File: config.mk
export PLATFORM = sky130hd
export DESIGN_NAME = wb_unit
export DESIGN_NICKNAME = d
export VERILOG_FILES = /design/src/rtl/wb_unit.sv
export SDC_FILE = /design/constraint.sdc
export NUM_CORES = 1
export LEC_CHECK = 0
export BUFFER_PORTS_ARGS = -buffer_cell sky130_fd_sc_hd__buf_2
export CAP_MARGIN = 15
export CORE_MARGIN = 5
export CORE_UTILIZATION = 44
export DETAILED_ROUTE_END_ITERATION = 6
export PLACE_DENSITY = 0.82
export SLEW_MARGIN = 20
export SYNTH_ARGS = -nofsm -noshare
export SYNTH_HDL_FRONTEND = slang
export SYNTH_SLANG_ARGS = --single-unit
File: constraint.sdc
create_clock -name clk -period 1.8 [get_ports clk]
set_input_delay 0.18 -clock clk [delete_from_list [all_inputs] [get_ports clk]]
set_output_delay 0.18 -clock clk [all_outputs]
set_load 0.01 [all_outputs]
File: src/rtl/wb_unit.sv
// wb_unit: MEM->WB stage register with load formatting, result select and register-file write port.
// Latency: 1 cycle from accept to rf_we_o; throughput 1 instruction/cycle.
// Backpressure: mem_ready_o drops only while a held instruction is stalled; WB_INSTRET_EN adds the 64-bit retire counter.
module wb_unit #(
    parameter int XLEN = 32,
    parameter int RAW  = 5,
    parameter int OFFW = $clog2(XLEN/8)
) (
    input  logic            clk,
    input  logic            rst_n,

    input  logic            mem_valid_i,
    output logic            mem_ready_o,
    input  logic [RAW-1:0]  mem_rd_i,
    input  logic            mem_rd_we_i,
    input  logic [1:0]      mem_sel_i,
    input  logic [XLEN-1:0] mem_alu_i,
    input  logic [XLEN-1:0] mem_pc_i,
    input  logic [XLEN-1:0] mem_csr_i,
    input  logic [XLEN-1:0] mem_ldata_i,
    input  logic [2:0]      mem_ltype_i,
    input  logic [OFFW-1:0] mem_off_i,

    input  logic            wb_stall_i,
    input  logic            flush_i,

    output logic            rf_we_o,
    output logic [RAW-1:0]  rf_waddr_o,
    output logic [XLEN-1:0] rf_wdata_o,
    output logic            retire_o,
    output logic [63:0]     instret_o
);

    logic            valid_q;
    logic [RAW-1:0]  rd_q;
    logic            we_q;
    logic [XLEN-1:0] data_q;

    logic            take;
    logic            retire;
    logic [OFFW-1:0] off_w;
    logic [7:0]      byte_v;
    logic [15:0]     half_v;
    logic [31:0]     word_v;
    logic [XLEN-1:0] ld_fmt;
    logic [XLEN-1:0] result;

    assign mem_ready_o = ~valid_q | ~wb_stall_i;
    assign take        = mem_valid_i & mem_ready_o & ~flush_i;
    assign retire      = valid_q & ~wb_stall_i;

    // Offset bits below the access size are dropped; misalignment is caught upstream.
    assign off_w  = mem_off_i & ~OFFW'(3);
    assign byte_v = mem_ldata_i[{mem_off_i, 3'b000} +: 8];
    assign half_v = mem_ldata_i[{mem_off_i[OFFW-1:1], 4'b0000} +: 16];
    assign word_v = mem_ldata_i[{off_w, 3'b000} +: 32];

    always_comb begin
        ld_fmt = '0;
        case (mem_ltype_i)
            3'b000:  ld_fmt = XLEN'($signed(byte_v));
            3'b001:  ld_fmt = XLEN'($signed(half_v));
            3'b010:  ld_fmt = XLEN'($signed(word_v));
            3'b100:  ld_fmt = XLEN'(byte_v);
            3'b101:  ld_fmt = XLEN'(half_v);
            default: begin
                // 011/110/111: doubleword forms on RV64, plain LW on RV32.
                if (XLEN == 64) begin
                    if (mem_ltype_i == 3'b110) ld_fmt = XLEN'(word_v);
                    else                       ld_fmt = mem_ldata_i;
                end else begin
                    ld_fmt = XLEN'($signed(word_v));
                end
            end
        endcase
    end

    always_comb begin
        result = mem_alu_i;
        case (mem_sel_i)
            2'b00:   result = mem_alu_i;
            2'b01:   result = ld_fmt;
            2'b10:   result = mem_pc_i + XLEN'(4);
            default: result = mem_csr_i;
        endcase
    end

    always_ff @(posedge clk or negedge rst_n) begin
        if (!rst_n) begin
            valid_q <= 1'b0;
            rd_q    <= '0;
            we_q    <= 1'b0;
            data_q  <= '0;
        end else begin
            if (take) begin
                valid_q <= 1'b1;
                rd_q    <= mem_rd_i;
                we_q    <= mem_rd_we_i;
                data_q  <= result;
            end else if (retire) begin
                valid_q <= 1'b0;
            end
        end
    end

    assign retire_o   = retire;
    assign rf_we_o    = retire & we_q & (rd_q != '0);
    assign rf_waddr_o = rd_q;
    assign rf_wdata_o = data_q;

`ifdef WB_INSTRET_EN
    logic [63:0] instret_q;

    always_ff @(posedge clk or negedge rst_n) begin
        if (!rst_n) begin
            instret_q <= '0;
        end else if (retire) begin
            instret_q <= instret_q + 64'd1;
        end
    end

    assign instret_o = instret_q;
`else
    assign instret_o = 64'd0;
`endif

endmodule

==> metrics.md <==
| Metric | Value |
|---|---|
| Status | `complete, no violations` |
| Root Driver | `clkbuf_8` |
| Worst setup EP type | `flop` |
| Nets | `around 880` |
| First-pass GRT wire length | `around 25 mm` |
| Final period util | `between 80% and 90%` |
| Initial drt markers | `422` |
| Number of diodes | `0` |
| Int Power | `around 0.002 W` |
| Fin Clk Skew | `between 10 and 15 ps` |
| Filler instances | `~840` |
| Total GRT Usage | `between 20% and 30%` |
| Mapped Cells | `about 530` |
| Net Switching | `~0.0012 W` |
| FF-to-FF Start | `valid_q$_DFFE_PN0P_` |
| Largest net degree at the start of global routing | `46` |
| Worst reg2reg setup slack | `290 ps` |
| Synth Register Bits | `39` |
| Async set-reset flop share out of synthesis | `between 90% and 100%` |
| Crit-path max cell delay | `roughly 340 ps` |
| Post-place setup slack | `-34.10 ps` |
| Worst Hold Class | `in -> reg` |
| Clock transition at path regs | `about 80 ps` |
| CP Cell Sequence | `buf_2 > ha_1 > nand4_2 > buf_4 > nor4_1 > xor2_1 > a211oi_1 > nor3_1` |
| Buffers on Ports | `185` |
| Clk buf depth | `2` |
| Tmin final | `roughly 1600 ps` |
| Number of max-cap violations | `0` |
| Sequential fraction of the synthesis area | `roughly a quarter` |
| Pwr Density | `616.3 nW/um^2` |
| Mapped cell area | `roughly 4000 sq um` |
| Hold endpoint | `rf_waddr_o[3]$_DFFE_PN0P_` |
| CTS tree | `done` |
| Final setup fails | `0` |
| Post-route DRC | `0` |
| CTS buffer count | `5` |
| CP startpoint kind | `input port` |
| Post-DP HPWL | `approximately 13 mm` |
| CP Class | `in -> reg` |
| Clk pwr share | `25.0%` |
| Critical Path Fanout Max | `6` |
| Number of global-route vias before repair | `roughly 4,600` |
| Drt first pass iters | `6` |
| Clk_lat worst skew | `around 300 ps` |
| Clock tree sinks | `39` |
| Layout Area Growth over Synthesis | `28.96%` |
| Htree depth | `2` |
| Via/cell ratio | `between 5 and 6` |
| Final Max Slew Viols | `0` |
| Post-route ant nets | `0` |
| Grt ovf | `0` |
| Hold path startpoint | `mem_rd_i[3]` |
| Yosys warnings | `0` |
| Max IR drop VDD | `about 0.00035 V` |
| Syn avg cell area | `between 7 and 8 sq um` |
| Cell row count | `34` |
| Netlist cell types | `64` |
| Die ar. | `roughly 11,000 sq um` |
| Req. time, crit path | `between 1500 and 2000 ps` |
| Routed wire length per instance | `a little under 20 um` |
| Sequential share of power | `36.0%` |
| Routability congestion estimate from global placement | `0.9820` |
| Critical path data arrival time | `between 1500 and 2000 ps` |
| Peak Freq | `roughly 640 MHz` |
| Synth Flop Type | `dfrtp_1` |
| Detailed-route via count | `about 4,800` |
| Std-Cell Core Area | `around 9000 sq um` |
| Number of I/O pins | `250` |
| Layout cells sized above 1 | `between 30% and 40%` |
| Final Hold Viols | `0` |
| Leakage | `~2.5 nW` |
| Post-cts resize count | `0` |
| Initial core utilization | `between 40% and 50%` |
| Height of the die | `around 110 um` |
| RSZ-0062 raised after global routing | `no` |
| R2r endpoint | `rf_wdata_o[21]$_DFFE_PN0P_` |
| Hold path depth | `3` |
| Post-synth EDFFs | `0` |
| Cell depth of the worst flop-to-flop path | `6` |
| Die W | `about 110 um` |
| Sw Share | `a little under two fifths` |
| Post-route setup slack | `248.3 ps` |
| Combinational power share | `39.0%` |
| Initial antenna violation count | `0` |
| Post-Route WL | `around 16 mm` |
| Worst path slowest cell | `nor4_1` |
| Power Total | `about 0.0032 W` |
==> through the flow <==
stage	util (%)	TNS (ps)	instances	cell area, sq um	hold WS [ps]
6_report	58.62	0	841	5137	74.75
5_1_grt	58.62	0	841	5137	80.82
4_1_cts	58.62	0	841	5137	74.76
3_5_place_dp	57.17	-78.54	832	5010	171.3
3_3_place_gp	57.17	0	832	5010	171.9
2_1_floorplan	-	0	592	4220	-115.6
==> logic make-up (layout without fill, tap and decap cells) <==
family | after synthesis | in the layout | synth area share, %
flops | 39 | 39 | 24.50
buf+inv | 113 | 254 | 17.34
xor+xnor | 17 | 17 | 3.738
other cells | 1 | 64 | 0.09413
simple gates | 181 | 181 | 23.34
fa+ha+maj | 1 | 1 | 0.3140
compound gates | 170 | 170 | 28.52
mux | 7 | 7 | 2.167
==> power groups by stage <==
stage	sequential, W	clock [W]	combinational, W
2_1_floorplan	0.00121	0	0.000627
3_3_place_gp	0.00115	0	0.00121
3_5_place_dp	0.00115	0	0.00122
4_1_cts	0.00114	0.000799	0.00122
5_1_grt	0.00116	0.000840	0.00134
6_report	0.00114	0.000790	0.00124
==> worst max-delay path, delay by kind of cell <==
kind | cells | cell delay, ps
AO/OA/AOI/OAI | 1 | 340
XOR/XNOR | 1 | 110
adder cells (fa/ha/maj) | 1 | 180
buffers and inverters | 2 | 300
AND/OR/NAND/NOR | 3 | 620
==> synth_stat cells (2+ instances only) <==
cell type,count,share of area [%]
a22o_1,6,1.3
or3_1,19,3.0
buf_2,3,0.38
mux2i_1,3,0.75
a221oi_1,6,1.3
o21ai_0,41,5.2
mux2_2,3,0.85
o32a_1,4,1.0
nor4_1,8,1.3
o31a_1,7,1.5
a21o_1,5,0.94
a31oi_1,9,1.4
a21oi_1,36,4.5
nor4_2,2,0.63
a22oi_1,10,1.9
dfrtp_1,39,24
inv_1,17,1.6
o221ai_1,6,1.3
a211oi_1,4,0.75
and4_1,3,0.66
o311ai_0,2,0.44
nand3_1,11,1.4
a311oi_1,3,0.66
nor3_1,15,1.9
o21a_1,2,0.38
o211ai_1,11,2.1
xnor2_1,9,2.0
nand2_1,60,5.7
nand4_1,9,1.4
nand2b_1,3,0.47
nor2_1,29,2.7
o21ai_1,3,0.38
nor2b_1,7,1.1
and3_1,7,1.1
xor2_1,8,1.8
a211o_1,2,0.44
buf_4,65,12
clkbuf_1,23,2.2
o31ai_1,2,0.38
buf_1,2,0.19
o22ai_1,2,0.31
==> layer usage <==
layer	wire [um]	GRT usage [%]	vias to the layer above	part of all wire [%]
li1	-	-	2226	-
met1	6525	37.31	2279	40
met2	7890	46.18	305	49
met3	1560	4.316	16	9.7
met4	180	5.388	0	1.1
met5	0	0	-	0
==> worst max path at each step <==
stage	startpoint	to	slack (ps)	depth (start not counted)
global placement	mem_pc_i[2]	rf_wdata_o[18]$_DFFE_PN0P_	40	8
detailed placement	mem_pc_i[2]	rf_wdata_o[14]$_DFFE_PN0P_	-30	8
global route	mem_pc_i[2]	rf_wdata_o[20]$_DFFE_PN0P_	80	7
finish	mem_pc_i[2]	rf_wdata_o[16]$_DFFE_PN0P_	250	8
floorplan	mem_pc_i[2]	rf_wdata_o[20]$_DFFE_PN0P_	60	6
CTS	valid_q$_DFFE_PN0P_	rf_wdata_o[21]$_DFFE_PN0P_	280	6
==> cell usage in the layout, fill, tap and decap left out, types with 4 or more instances in the layout <==
cell type and count:
clkbuf_8 6, a21oi_1 35, nor2_1 29, conb_1 64, o31a_1 7, nor4_1 8
a211oi_1 4, nand2_1 60, nand4_1 9, xor2_1 8, dfrtp_1 39, o221ai_1 6
a221oi_1 6, a21o_1 5, and3_1 7, buf_2 185, nand3_1 11, o32a_1 4
a22oi_1 10, o21ai_0 41, xnor2_1 9, nor2b_1 7, o211ai_1 11, buf_4 40
or3_1 19, inv_1 17, nor3_1 15, a22o_1 6, a31oi_1 9
==> flip-flops by register name (all words and copies together), names as in the netlist <==
register	cells
we_q	1
rf_wdata_o	32
rf_waddr_o	5
valid_q	1
==> repair_timing <==
item                                   4_1_cts  5_1_grt
hold buffers                                 1        0
setup buffers                                0        0
endpoints found under the hold margin       39        0
==> cell type report <==
cell class                 count  area (sq um)  area share (%)
tap                          108         135.1           2.630
inverter                      18         67.56           1.315
clock buffer                   6         82.58           1.607
clock inverter                 2         35.03          0.6819
sequential                    39         975.9           19.00
timing repair buffer         228          1276           24.84
multi-input combinational    440          2565           49.93
Note: power is estimated with default switching activity, not from simulation.
